File: config.mk
export PLATFORM = sky130hd
export DESIGN_NAME = pwm_average_driver_flat
export DESIGN_NICKNAME = d
export VERILOG_FILES = /design/src/rtl/pwm_average_driver_if.sv /design/src/rtl/pwm_average_driver.sv /design/src/flat_wrapper.sv
export SDC_FILE = /design/constraint.sdc
export NUM_CORES = 1
export LEC_CHECK = 0
export BUFFER_PORTS_ARGS = -buffer_cell sky130_fd_sc_hd__buf_2
export CAP_MARGIN = 10
export CORE_UTILIZATION = 35
export DETAILED_ROUTE_END_ITERATION = 16
export GPL_ROUTABILITY_DRIVEN = 0
export PLACE_DENSITY_LB_ADDON = 0.05
export RECOVER_POWER = 25
export SLEW_MARGIN = 20
export SYNTH_ARGS = -nofsm -noshare
export SYNTH_HDL_FRONTEND = slang
export SYNTH_SLANG_ARGS = --single-unit
File: constraint.sdc
create_clock -name clk -period 5.1 [get_ports clk]
set_input_delay 0.51 -clock clk [delete_from_list [all_inputs] [get_ports clk]]
set_output_delay 0.51 -clock clk [all_outputs]
set_load 0.02 [all_outputs]
File: src/rtl/pwm_average_driver_if.sv
// Signal bundle for pwm_average_driver: run request, tap bus, and PWM/average outputs.
// avg_valid is a one-cycle strobe with no ready: consumers must sample it on the cycle it is high.
interface pwm_average_driver_if #(
  parameter int WIDTH = 8,
  parameter int SIZE  = 8
);
  logic                    enable;
  logic [WIDTH*SIZE-1:0]   taps_flat;
  logic                    pwm_out;
  logic [WIDTH-1:0]        duty_out;
  logic                    avg_valid;
  logic                    busy;
  logic [1:0]              state_dbg;

  modport master (
    output enable, taps_flat,
    input  pwm_out, duty_out, avg_valid, busy, state_dbg
  );

  modport slave (
    input  enable, taps_flat,
    output pwm_out, duty_out, avg_valid, busy, state_dbg
  );
endinterface

File: src/rtl/pwm_average_driver.sv
// Snapshots the tap register at each PWM period start, averages it one tap per cycle,
// and applies the average as the next period's duty cycle.
module pwm_average_driver #(
  parameter int WIDTH = 8,
  parameter int SIZE  = 8
) (
  input  logic                 clk,
  input  logic                 rst,
  pwm_average_driver_if.slave  bus
);
  localparam int IW = $clog2(SIZE);
  localparam int AW = WIDTH + IW;
  localparam logic [WIDTH-1:0] CNT_MAX  = {WIDTH{1'b1}};
  localparam logic [IW-1:0]    IDX_LAST = IW'(SIZE - 1);

  typedef enum logic [1:0] {
    IDLE  = 2'd0,
    ACCUM = 2'd1,
    DONE  = 2'd2
  } state_t;

  state_t           state_q, state_d;
  logic             run_q, run_d;
  logic [WIDTH-1:0] cnt_q, cnt_d;
  logic [WIDTH-1:0] snap_q [SIZE];
  logic [WIDTH-1:0] snap_d [SIZE];
  logic [AW-1:0]    acc_q, acc_d;
  logic [IW-1:0]    idx_q, idx_d;
  logic [WIDTH-1:0] duty_pending_q, duty_pending_d;
  logic [WIDTH-1:0] duty_active_q, duty_active_d;
  logic             avg_valid_q, avg_valid_d;

  always_ff @(posedge clk or posedge rst) begin
    if (rst) begin
      state_q        <= IDLE;
      run_q          <= 1'b0;
      cnt_q          <= '0;
      acc_q          <= '0;
      idx_q          <= '0;
      duty_pending_q <= '0;
      duty_active_q  <= '0;
      avg_valid_q    <= 1'b0;
      for (int i = 0; i < SIZE; i++) snap_q[i] <= '0;
    end else begin
      state_q        <= state_d;
      run_q          <= run_d;
      cnt_q          <= cnt_d;
      acc_q          <= acc_d;
      idx_q          <= idx_d;
      duty_pending_q <= duty_pending_d;
      duty_active_q  <= duty_active_d;
      avg_valid_q    <= avg_valid_d;
      for (int i = 0; i < SIZE; i++) snap_q[i] <= snap_d[i];
    end
  end

  always_comb begin
    run_d          = bus.enable;
    state_d        = state_q;
    cnt_d          = cnt_q;
    acc_d          = acc_q;
    idx_d          = idx_q;
    duty_pending_d = duty_pending_q;
    duty_active_d  = duty_active_q;
    avg_valid_d    = 1'b0;
    for (int i = 0; i < SIZE; i++) snap_d[i] = snap_q[i];

    // Dropping enable aborts immediately; the duty registers are deliberately left alone.
    if (!bus.enable) begin
      cnt_d   = '0;
      state_d = IDLE;
    end else if (!run_q) begin
      cnt_d = '0;
    end else begin
      cnt_d = cnt_q + WIDTH'(1);
      if (cnt_q == CNT_MAX) duty_active_d = duty_pending_q;
      unique case (state_q)
        IDLE: begin
          if (cnt_q == '0) begin
            state_d = ACCUM;
            acc_d   = '0;
            idx_d   = '0;
            for (int i = 0; i < SIZE; i++) snap_d[i] = bus.taps_flat[i*WIDTH +: WIDTH];
          end
        end
        ACCUM: begin
          acc_d = acc_q + AW'(snap_q[idx_q]);
          idx_d = idx_q + IW'(1);
          if (idx_q == IDX_LAST) state_d = DONE;
        end
        DONE: begin
          // Dropping the low IW bits is the truncating divide by SIZE.
          duty_pending_d = acc_q[AW-1:IW];
          avg_valid_d    = 1'b1;
          state_d        = IDLE;
        end
        default: state_d = IDLE;
      endcase
    end
  end

  assign bus.pwm_out   = run_q && (cnt_q < duty_active_q);
  assign bus.duty_out  = duty_active_q;
  assign bus.avg_valid = avg_valid_q;
  assign bus.busy      = (state_q != IDLE);
  assign bus.state_dbg = state_q;
endmodule
File: src/flat_wrapper.sv
// flat-port wrapper written by rule: the top's interface ports become plain ports
module pwm_average_driver_flat 
#(
  parameter int WIDTH = 8,
  parameter int SIZE  = 8
)
  (clk, rst, bus_enable, bus_taps_flat, bus_pwm_out, bus_duty_out, bus_avg_valid, bus_busy, bus_state_dbg);
  pwm_average_driver_if #(.WIDTH(WIDTH), .SIZE(SIZE)) bus_i ();
  input  logic clk;
  input  logic rst;
  input wire logic [$bits(bus_i.enable)-1:0] bus_enable;
  input wire logic [$bits(bus_i.taps_flat)-1:0] bus_taps_flat;
  output wire logic [$bits(bus_i.pwm_out)-1:0] bus_pwm_out;
  output wire logic [$bits(bus_i.duty_out)-1:0] bus_duty_out;
  output wire logic [$bits(bus_i.avg_valid)-1:0] bus_avg_valid;
  output wire logic [$bits(bus_i.busy)-1:0] bus_busy;
  output wire logic [$bits(bus_i.state_dbg)-1:0] bus_state_dbg;
  assign bus_i.enable = bus_enable;
  assign bus_i.taps_flat = bus_taps_flat;
  assign bus_pwm_out = bus_i.pwm_out;
  assign bus_duty_out = bus_i.duty_out;
  assign bus_avg_valid = bus_i.avg_valid;
  assign bus_busy = bus_i.busy;
  assign bus_state_dbg = bus_i.state_dbg;
  pwm_average_driver #(.WIDTH(WIDTH), .SIZE(SIZE)) u_core (.clk(clk), .rst(rst), .bus(bus_i));
endmodule
# Yosys cells after proc, flatten, opt, wreduce, memory -nomap -nowiden
# Cells that the tools add are included.
# Widths: inputs -> output; s select.
[word_totals] register_bits=106 input_bits=67 out_inout_bits=13 wordCells=57
[op_classes] add_sub_neg=3 order_cmp=2 eq_ne=8 muxes=17 bitwise=1 n_reduce_logical=10
[ops] operator="$mux 8" count=4
[ops] operator="$bmux 8 s3" count=1
[ops] operator="$pmux 11 s2" count=1
[ops] operator="$add 11x8->11" count=1
[ops] operator="$mux 11" count=1
[ops] operator="$reduce_and 3->1" count=3
[ops] operator="$add 8x1->8 const B" count=1
[ops] operator="$eq 8x8->1 const B" count=1
[ops] operator="$logic_not 8->1" count=1
[ops] operator="$lt 8x8->1" count=1
[ops] operator="$mux 2" count=4
[ops] operator="$reduce_and 4->1" count=2
[ops] operator="$ne 3x2->1 const B" count=2
[ops] operator="$pmux 3 s2" count=1
[ops] operator="$ge 4x4->1 const B" count=1
[ops] operator="$ne 2x1->1 const B" count=2
[ops] operator="$not 3->4" count=1
[ops] operator="$pmux 2 s2" count=1
[ops] operator="$reduce_bool 2->1" count=2
[ops] operator="$add 3x1->3 const B" count=1
[ops] operator="$eq 3x3->1 const B" count=1
[ops] operator="$mux 1" count=3
[ops] operator="$mux 3" count=1
[ops] operator="$eq 2x1->1 const B" count=1
[ops] operator="3 further kinds" count=3

# Depth between registers and ports, before layout
# Gate-level depths: netlist of the first run.
[logic_depth] word_depth=6 mapped_depth=11 ltp_nobuf=9

# Worst setup path after synthesis of the first run
# No wires, ideal clock.
[synth_timing] path_type="reg-to-reg" start="register u_core.idx_q[0]" end="register u_core.acc_q[8]" setup_time_ps=119 t_arrival_ps=3088 t_required_ps=4981 slack_ps=1893 path_stages_with_launch=11 n_path_buf=2 period_less_slack_ps=3207 cell_sequence="dfrtp_1 buf_2 buf_2 mux4_2 mux2_2 ha_1 fa_1 a211oi_1 o211ai_1 and4_1 o21a_1"
[synth_between] elab_chain_len=6
[synth_rtl] item="start: declaration" line_no="pwm_average_driver.sv:28" rtl="logic [IW-1:0] idx_q, idx_d;"
[synth_rtl] item="start signal: assignment" line_no="pwm_average_driver.sv:49" rtl="idx_q <= idx_d;"
[synth_rtl] item="$not 3->4 (not written as such)" line_no="pwm_average_driver.sv:87" rtl="acc_d = acc_q + AW'(snap_q[idx_q]);"
[synth_rtl] item="$bmux 8 s3" line_no="pwm_average_driver.sv:87"
[synth_rtl] item="$mux 8 (not written as such) (2 in series)" line_no="pwm_average_driver.sv:87"
[synth_rtl] item="$add 11x8->11" line_no="pwm_average_driver.sv:87"
[synth_rtl] item="$pmux 11 s2" line_no="pwm_average_driver.sv:77" rtl="unique case (state_q)"
[synth_rtl] item="end signal: assignment" line_no="pwm_average_driver.sv:38" rtl="acc_q <= '0;"
[synth_rtl] item="end signal: assignment" line_no="pwm_average_driver.sv:48" rtl="acc_q <= acc_d;"
[synth_rtl] item="end: declaration" line_no="pwm_average_driver.sv:27" rtl="logic [AW-1:0] acc_q, acc_d;"
# No other way between the ends. The select of a mux whose other input is x is not followed.
# A chain may end at the register's enable or synchronous reset.

# Worst setup path after layout of the first run
# Ends and elaborated chain as after synthesis.

==> flow_summary.yaml, run 1 <==
timing:
  final.min_clock_period_ps: 3527
  setup-violations-final: 0
  max_freq_mhz: 283.5
  finalClockSkew_ps: 5.602
  rsz0062_at_grt: "false"
  final-max-slew-violation-count: 64
  fin_crit_sh_pct: 69.16
  fin_hold_ws_ps: 388.7
  hold_violations: 0
  worst_pin_slew_ps: 2905
  tns_ps: 0
  maxSlewHeadroom_pct: -94.75
clocking:
  cts_sinks: 106
  cts_tree: "built"
  clk_path_buf_depth: 2
  hold_buffers: 0
  clkTransAtPathRegs_ps: 70
  cts_resized: 0
  insertion_delay_ps: 350
  cts_made_buffers: 9
  cts.htree.levels: 3
  clockRootBuffer: "clkbuf_16"
  postCtsSetupRepairBufs: 0
detailed_routing:
  drtPass1Iterations: 4
  dr_total_vias: 3287
  wl_per_cell_um: 15.88
  drc: 0
  wirelength_um: 10500
  ant_nets: 0
  drt_iter0_drc: 147
  viasPerCell: 4.973
synth:
  syn_nets: 487
  synth_async_sr_flop_share_pct: 100.0
  synth_seq_cells: 106
  ys_types: 42
  syn_inst: 400
  syn-cell-area_sq_um: 5116
  avgSynthCellArea_sq_um: 12.79
  yosysWarnings: 0
  yosysSeqAreaShare_pct: 51.85
  synth-edff-count: 0
  synth_ff_type: "dfrtp_1"
floorplanning:
  core_sq_um: 14100
  initial_utilization_pct: 36.30
  fp-row-count: 43
  fp.dieH_um: 122.9
  die_x_um: 122.9
  ios: 80
  dieArea_sq_um: 15110
critical_path:
  r2r_start: "u_core.idx_q[0]$_DFFE_PP0P_"
  startpoint: "u_core.idx_q[0]$_DFFE_PP0P_"
  r2r_cells: 9
  critPathCaptureType: "flop"
  arrival_ps: 3770
  crit_type: "reg2reg"
  start_kind: "flop"
  crit_fanout: 11
  cp.required_ps: 5340
place:
  io_buffers: 79
  dp_hpwl_um: 7457
  dp.cells: 644
final_layout:
  drive_gt1_share_pct: 38.96
  final_cells: 661
  nets: 562
  area_delta_synth_final_pct: 16.24
global_routing:
  grt.total_usage_pct: 15.61
  antenna_found_initial: 1
  grt_pass1_vias: 3470
  grt_max_degree: 64
  grt_overflow: 0
  grt_pass1_wl_um: 17570
run:
  cap_violations: 1
pwr:
  internal-power_mw: 1.682
  share_comb_of_total_power_pct: 25.7
  p_sw_share_pct: 28.48
  clkPwrFrac_pct: 27.3
  switchingPower_mw: 0.6697
  pwr-share-seq_pct: 47.1
  power_density_nw_per_um2: 395.5
  ir_drop_uv: 198.2
  power.leakage_nw: 2.806
status:
  outcome: "finished, violations left"
  violations: "capacitance limit, slew limit"
min_path:
  hold_start: "bus_taps_flat[22]"
  hp-class: "in2reg"
  hold_path_depth: 2
-- per-stage QoR --
step | power [mW] | util (%) | area (sq um) | setup WS, ps
finish | 2.352 | 42.19 | 5947 | 1573
detailed placement | 1.734 | 40.31 | 5682 | 1533
floorplan | 1.570 | - | 5116 | 1801
global placement | 1.725 | 40.31 | 5682 | 1580
CTS | 2.392 | 42.19 | 5947 | 1521
global route | 2.507 | 42.17 | 5944 | 1271
-- final timing paths --
path | end | slack, ps
worst min-delay path | u_core.snap_q[46]$_DFFE_PP0P_ | 390
worst max register to register | u_core.acc_q[8]$_DFFE_PP0P_ | 1570
worst max-delay path | u_core.acc_q[8]$_DFFE_PP0P_ | 1570
min in group asynchronous | u_core.acc_q[5]$_DFFE_PP0P_ | 990
worst min register to register | u_core.duty_pending_q[6]$_DFFE_PP0P_ | 480
max in group asynchronous | u_core.acc_q[9]$_DFFE_PP0P_ | 2540
-- state kept, by name, indices dropped and copies added (netlist names) --
| register | count |
|---|---|
| u_core.snap_q | 64 |
| u_core.run_q | 1 |
| u_core.idx_q | 3 |
| u_core.cnt_q | 8 |
| u_core.duty_pending_q | 8 |
| u_core.acc_q | 11 |
| u_core.bus.duty_out | 8 |
| u_core.bus.avg_valid | 1 |
| u_core.bus.state_dbg | 2 |
-- cells in the mapped netlist (all sizes together) (2+ instances only) --
| master | number | area [sq um] |
|---|---|---|
| mux2 | 73 | 848.3 |
| mux4 | 16 | 360.4 |
| nand2 | 37 | 138.9 |
| ha | 19 | 237.7 |
| nor2 | 10 | 37.54 |
| and2 | 4 | 25.02 |
| nand2b | 2 | 12.51 |
| clkbuf | 4 | 15.01 |
| o211ai | 2 | 15.01 |
| nand3 | 17 | 85.08 |
| a21o | 4 | 30.03 |
| and4 | 2 | 17.52 |
| o21a | 2 | 15.01 |
| a21oi | 8 | 40.04 |
| and3 | 4 | 25.02 |
| nand4 | 4 | 31.28 |
| o21ai | 23 | 115.1 |
| nor3 | 4 | 20.02 |
| buf | 14 | 73.82 |
| mux2i | 2 | 20.02 |
| xnor2 | 6 | 52.55 |
| inv | 17 | 63.81 |
| xor2 | 6 | 52.55 |
| dfrtp | 106 | 2653 |
-- cells in the final DEF (no fill, tap or decap), types with 6 or more instances in the layout --
cell type / Yosys / routed
xor2_1: 6 / 6
mux4_2: 16 / 16
nand2_1: 37 / 37
mux2_4: 7 / 7
mux2_2: 66 / 66
inv_1: 17 / 16
xnor2_1: 6 / 6
ha_1: 19 / 19
o21ai_0: 23 / 23
a21oi_1: 8 / 8
nand3_1: 17 / 17
dfrtp_1: 106 / 106
clkbuf_16: 0 / 9
buf_2: 11 / 78
nor2_1: 10 / 10
-- layout make-up --
class / count / area [sq um]
Clock inverter: 3 / 15.01
Sequential cell: 106 / 2653
Inverter: 18 / 68.82
Fill cell: 1355 / 8149
Multi-Input combinational cell: 258 / 2316
Timing Repair Buffer: 82 / 416.7
Tap cell: 180 / 225.2
Antenna cell: 1 / 2.502
Clock buffer: 13 / 250.2
-- power by group through the flow --
stage	Clock, mW	Sequential (mW)	Combinational, mW
after floorplan	0	1.07	0.500
after detailed placement	0	1.12	0.610
after global routing	0.706	1.13	0.672
after global placement	0	1.12	0.600
after CTS	0.669	1.11	0.615
final	0.642	1.11	0.603
-- per-layer routing --
metal / routed length (um) / GRT usage (%) / vias up
met5: 0 / 0 / -
met4: 177 / 4.421 / 0
met3: 547 / 5.950 / 10
met2: 5067 / 25.63 / 62
met1: 4702 / 19.08 / 1645
li1: - / - / 1570
-- worst max-delay path: stages, from the launching register on --
cell      delay, ps
dfrtp_1         750
buf_4           330
mux4_2          510
mux2_2          270
ha_1            200
fa_1            430
a211oi_1        330
o211ai_1        180
and4_1          230
o21a_1          160
-- cells by family (layout without fill, tap and decap cells) --
kind of cell    count (synthesis)  count (layout)  share of synthesized area (%)
flops                         106             106                          51.85
fa+ha+maj                      20              20                          5.038
compound gates                 45              45                          5.087
mux                            91              91                          24.02
buf+inv                        36             116                          3.057
xor+xnor                       12              12                          2.054
other cells                     0               1                              0
simple gates                   90              90                          8.902
(Power assumes the default switching activity.)
==> run 2: changes to the inputs <==
--- a/config.mk
+++ b/config.mk
@@ -5,6 +5,7 @@
 export SDC_FILE = /design/constraint.sdc
 export NUM_CORES = 1
 export LEC_CHECK = 0
+export ABC_AREA = 1
 export BUFFER_PORTS_ARGS = -buffer_cell sky130_fd_sc_hd__buf_2
 export CAP_MARGIN = 10
 export CORE_UTILIZATION = 35
==> constraint.sdc (replaced) <==
create_clock -name clk -period 3.1 [get_ports clk]
set_input_delay 0.31 -clock clk [delete_from_list [all_inputs] [get_ports clk]]
set_output_delay 0.31 -clock clk [all_outputs]
set_load 0.02 [all_outputs]
==> run 2 against run 1 <==
- the flow still finishes with violations (capacitance limit, slew limit)
- worst hold slack worse by 260 ps
- wire length is 18% higher
- register-to-register slack worse by 1100 ps
- flip-flop and latch count stayed put
- via count is 21% higher
==> flow_summary.yaml, run 2 <==
detailed_routing:
  dr_total_vias: 3982
  wirelength_um: 12360
  ant_nets: 0
  wl_per_cell_um: 15.09
  viasPerCell: 4.862
  drt_iter0_drc: 171
  drtPass1Iterations: 4
  drc: 0
clocking:
  clkTransAtPathRegs_ps: 70
  insertion_delay_ps: 350
  clockRootBuffer: "clkbuf_16"
  cts_made_buffers: 9
  postCtsSetupRepairBufs: 0
  hold_buffers: 0
  cts.htree.levels: 3
  cts_tree: "built"
  cts_resized: 0
  cts_sinks: 106
  clk_path_buf_depth: 2
synth:
  yosysSeqAreaShare_pct: 49.39
  ys_types: 31
  synth.area.top_cells: "dfrtp_1, mux2_4, mux2_2"
  avgSynthCellArea_sq_um: 9.729
  yosysWarnings: 0
  yosysMostFrequentCell: "dfrtp_1"
  synth_ff_type: "dfrtp_1"
  syn_inst: 552
  syn_nets: 639
  synth_area_leader_cell: "dfrtp_1"
  synth_async_sr_flop_share_pct: 100.0
  synth_top_area_share_pct: 49.39
  synth-edff-count: 0
  synth_seq_cells: 106
  syn-cell-area_sq_um: 5370
  synthTopCellsByCount: "dfrtp_1, nor2_1, nand2_1, o21ai_0, inv_1"
final_layout:
  nets: 719
  reg_top3: "u_core.snap_q x64, u_core.acc_q x11"
  final_common_cell: "dfrtp_1"
  layout_common_cells: "dfrtp_1, nor2_1, nand2_1, buf_2, o21ai_0"
  largest_register_ffs: 64
  area_delta_synth_final_pct: 16.38
  drive_gt1_share_pct: 27.87
  stdcell_area_sq_um: 6250
  num_antenna_cells: 0
  regMostFlops: "u_core.snap_q"
timing:
  final-max-slew-violation-count: 51
  fin_crit_sh_pct: 86.21
  fin_hold_ws_ps: 126.0
  rsz0062_at_grt: "false"
  final.min_clock_period_ps: 2672
  hold_violations: 0
  maxSlewHeadroom_pct: -48.45
  tns_ps: 0
  finalClockSkew_ps: 5.748
  worst_pin_slew_ps: 2215
  max_freq_mhz: 374.2
  setup-violations-final: 0
status:
  violations: "capacitance limit, slew limit"
  outcome: "finished, violations left"
global_routing:
  grt_max_degree: 51
  antenna_found_initial: 0
  grt_pass1_vias: 4177
  grt_pass1_wl_um: 20930
  grt_overflow: 0
  grt.total_usage_pct: 16.98
floorplanning:
  dieArea_sq_um: 15840
  ios: 80
  die_x_um: 125.9
  fp.dieH_um: 125.9
  initial_utilization_pct: 36.40
  core_sq_um: 14750
  fp-row-count: 44
pwr:
  ir_drop_uv: 512.6
  power.leakage_nw: 3.116
  power_density_nw_per_um2: 909.1
place:
  io_buffers: 79
  place_area_sq_um: 5981
  dp_hpwl_um: 9344
critical_path:
  r2r_end: "u_core.acc_q[8]$_DFFE_PP0P_"
  arrival_ps: 2960
  crit_fanout: 16
  r2r_cells: 15
  critPathCaptureType: "flop"
  r2r_start: "u_core.idx_q[0]$_DFFE_PP0P_"
  critPathCapture: "u_core.acc_q[8]$_DFFE_PP0P_"
  startpoint: "u_core.idx_q[0]$_DFFE_PP0P_"
  cp.required_ps: 3380
  start_kind: "flop"
  crit_type: "reg2reg"
  rrSetupSlack_ps: 430
min_path:
  hp-class: "in2reg"
  hold_start: "bus_enable"
  hold_path_depth: 1
run:
  cap_violations: 1
[run 2: changes by cell type after synthesis, moves of 7 or more]
cell     previous run  this run
a31oi_1             1         8
inv_1              17        43
mux2_2             66        35
mux2_4              7        29
mux4_2             16         0
nand2_1            37        77
nor2_1             10        83
o21ai_0            23        52
o21ai_1             0         7
o22ai_1             0         8
[run 2: worst min path at each step]
stage / endpoint
4_1_cts: u_core.bus.state_dbg[1]$_DFFE_PP0P_
3_5_place_dp: u_core.snap_q[4]$_DFFE_PP0P_
6_report: u_core.run_q$_DFF_PP0_
2_1_floorplan: u_core.run_q$_DFF_PP0_
5_1_grt: u_core.run_q$_DFF_PP0_
3_3_place_gp: u_core.snap_q[6]$_DFFE_PP0P_
[run 2: cell families after synthesis]
family / after synthesis / synth area share, %
xor gates and xnor gates: 2 / 0.3262
adders and majority gates: 20 / 4.800
DFF: 106 / 49.39
AOI/OAI and AO/OA: 93 / 9.320
buffers and inverters: 70 / 5.592
and+or+nand+nor: 197 / 15.12
muxes: 64 / 15.45
[run 2: cell type report]
class	instances	area (sq um)
clock buffer	9	225.2
clock inverter	5	56.30
fill	1469	8504
inverter	50	188.9
multi-input combinational	376	2422
sequential	106	2653
tap	184	230.2
timing repair buffer	89	474.2
[run 2: stage by stage]
step                      instances  setup slack, ps  utilization, %  power [mW]
after detailed placement        805            430.0           40.54       4.609
after global routing            819            144.7           42.36       6.151
after CTS                       819            423.1           42.44       5.764
after global placement          805            474.9           40.54       4.587
final                           819            427.6           42.36       5.682
after floorplan                 552            1.108               -       3.960
[run 2: worst max-delay path, stage by stage, from the launching register on]
cell and delay [ps]:
dfrtp_1 370, inv_1 150, buf_4 230, o21ai_0 300
a31oi_1 150, ha_1 250, fa_1 410, nand3_1 100
nand3_1 150, nand2_1 100, nand2_1 80, nand2_1 70
inv_1 50, nand2_1 50, nand2_1 50, nor2_1 90
[run 2: metal layers]
layer | part of all wire [%] | vias to the layer above | GRT usage [%]
li1 | - | 2007 | -
met1 | 46 | 1891 | 21.09
met2 | 48 | 71 | 28.92
met3 | 3.6 | 13 | 4.291
met4 | 1.7 | 0 | 5.457
met5 | 0 | - | 0
[run 2: report_power, final]
part           switching, mW  internal, mW  leakage, nW  total [mW]
Combinational           1.21          1.06         1.67        2.26
Sequential             0.355          1.94         1.31        2.29
Clock                  0.508         0.618        0.138        1.13
Total                   2.07          3.61         3.12        5.68
==> run 3: changes to the inputs <==
--- a/config.mk
+++ b/config.mk
@@ -8,11 +8,12 @@
 export ABC_AREA = 1
 export BUFFER_PORTS_ARGS = -buffer_cell sky130_fd_sc_hd__buf_2
 export CAP_MARGIN = 10
+export CELL_PAD_IN_SITES_DETAIL_PLACEMENT = 1
+export CELL_PAD_IN_SITES_GLOBAL_PLACEMENT = 1
 export CORE_UTILIZATION = 35
 export DETAILED_ROUTE_END_ITERATION = 16
 export GPL_ROUTABILITY_DRIVEN = 0
 export PLACE_DENSITY_LB_ADDON = 0.05
-export RECOVER_POWER = 25
 export SLEW_MARGIN = 20
 export SYNTH_ARGS = -nofsm -noshare
 export SYNTH_HDL_FRONTEND = slang
==> run 3 against run 2 <==
- the run now ends clean
- non-clock buffer count rose by 1
- sequential share of layout area fell by 0.10 points
- cell area rose by 0.24%
- register-to-register slack improved by 70 ps
- power rose by 1.0%
- critical path type unchanged
==> flow_summary.yaml, run 3 (same netlist as run 2, synthesis figures left out) <==
clocking:
  clk_path_buf_depth: 2
  cts_resized: 0
  clockRootBuffer: "clkbuf_16"
  hold_buffers: 0
  cts.htree.levels: 3
  clkTransAtPathRegs_ps: 80
  postCtsSetupRepairBufs: 0
  cts_tree: "built"
  insertion_delay_ps: 370
  cts_sinks: 106
  cts_made_buffers: 9
critical_path:
  crit_type: "reg2reg"
  cp.required_ps: 3400
  crit_fanout: 33
  arrival_ps: 2900
  start_kind: "flop"
  rrSetupSlack_ps: 500
  critPathCaptureType: "flop"
timing:
  max_freq_mhz: 384.2
  setup-violations-final: 0
  worst_pin_slew_ps: 949.0
  finalClockSkew_ps: 10.64
  fin_hold_ws_ps: 24.45
  fin_crit_sh_pct: 83.95
  tns_ps: 0
  hold_violations: 0
  rsz0062_at_grt: "false"
  maxSlewHeadroom_pct: 36.39
  final-max-slew-violation-count: 0
  final.min_clock_period_ps: 2603
final_layout:
  nets: 720
  regMostFlops: "u_core.snap_q"
  final_util_pct: 42.46
  reg_top3: "u_core.snap_q x64, u_core.acc_q x11"
  layout_common_cells: "dfrtp_1, nor2_1, buf_2"
  area_delta_synth_final_pct: 16.66
  num_antenna_cells: 0
  stdcell_area_sq_um: 6265
  final_common_cell: "dfrtp_1"
  drive_gt1_share_pct: 28.84
  largest_register_ffs: 64
  nFillCells: 1700
global_routing:
  grt_max_degree: 50
  grt_overflow: 0
  grt_use_met2_pct: 33.07
  use_met3_pct: 3.441
  busiest_layer: "met2"
  antenna_found_initial: 0
  grt_pass1_wl_um: 22910
  grt_pass1_vias: 4415
  grtUsageMet1_pct: 23.37
  grt.total_usage_pct: 18.84
floorplanning:
  ios: 80
  fp-row-count: 44
  die_x_um: 125.9
  initial_utilization_pct: 36.40
  dieArea_sq_um: 15840
  fp.dieH_um: 125.9
  core_sq_um: 14750
pwr:
  power.leakage_nw: 3.134
  power_density_nw_per_um2: 916.1
  p_total_mw: 5.739
  ir_drop_uv: 357.4
detailed_routing:
  drc: 0
  wl_per_cell_um: 16.63
  dr_total_vias: 4076
  drt_iter0_drc: 158
  drtPass1Iterations: 4
  wirelength_um: 13670
  ant_nets: 0
  viasPerCell: 4.959
place:
  io_buffers: 79
  dp_hpwl_um: 10310
  place_area_sq_um: 5976
run:
  cap_violations: 0
status:
  outcome: "finished, final reports clean"
min_path:
  hp-class: "in2async"
run 3: final cells by class:
type / count / area, sq um / area share [%]
clock buffers: 9 / 225.2 / 3.595
clock inverters: 7 / 63.81 / 1.019
inverters: 50 / 190.2 / 3.036
multi-input cells: 376 / 2425 / 38.71
flip-flops and latches: 106 / 2653 / 42.34
well taps: 184 / 230.2 / 3.675
repair buffers: 90 / 478.0 / 7.629
run 3: layer usage:
layer,wire (um),up-vias
li1,-,1999
met5,0,-
met1,6234,2012
met3,317,12
met4,200,0
met2,6918,53
run 3: worst max-delay path: stages, from the launching register on:
cell     delay [ps]
dfrtp_1         380
buf_4           240
o21ai_0         210
o22ai_1         100
nor2_1          120
a31oi_1          60
ha_1            260
fa_1            430
nand3_1         110
nand3_1         140
nand2_1          90
nand2_1          80
nand2_1          70
inv_1            50
nand2_1          50
nand2_1          50
nor2_1           80
run 3: where the power goes:
part / internal (mW) / switching [mW]
logic: 1.05 / 1.23
registers: 1.94 / 0.372
clock network: 0.567 / 0.582
total: 3.56 / 2.18
run 3: worst paths after layout:
| check | from | to | cells past startpoint |
|---|---|---|---|
| min in group clk | bus_enable | u_core.run_q$_DFF_PP0_ | 1 |
| worst min register to register | u_core.cnt_q[0]$_DFF_PP0_ | u_core.cnt_q[0]$_DFF_PP0_ | 1 |
| worst max register to register | u_core.idx_q[0]$_DFFE_PP0P_ | u_core.acc_q[8]$_DFFE_PP0P_ | 16 |
| worst min-delay path | rst | u_core.snap_q[1]$_DFFE_PP0P_ | 2 |
| worst max-delay path | u_core.idx_q[0]$_DFFE_PP0P_ | u_core.acc_q[8]$_DFFE_PP0P_ | 16 |
| max in group asynchronous | rst | u_core.acc_q[2]$_DFFE_PP0P_ | 3 |
run 3: metrics by stage:
step / std cells / worst slack, ps
after detailed placement: 806 / 496.3
after global routing: 822 / 238.0
final: 822 / 497.5
after global placement: 806 / 521.3
after floorplan: 552 / 1.108
after CTS: 822 / 486.7
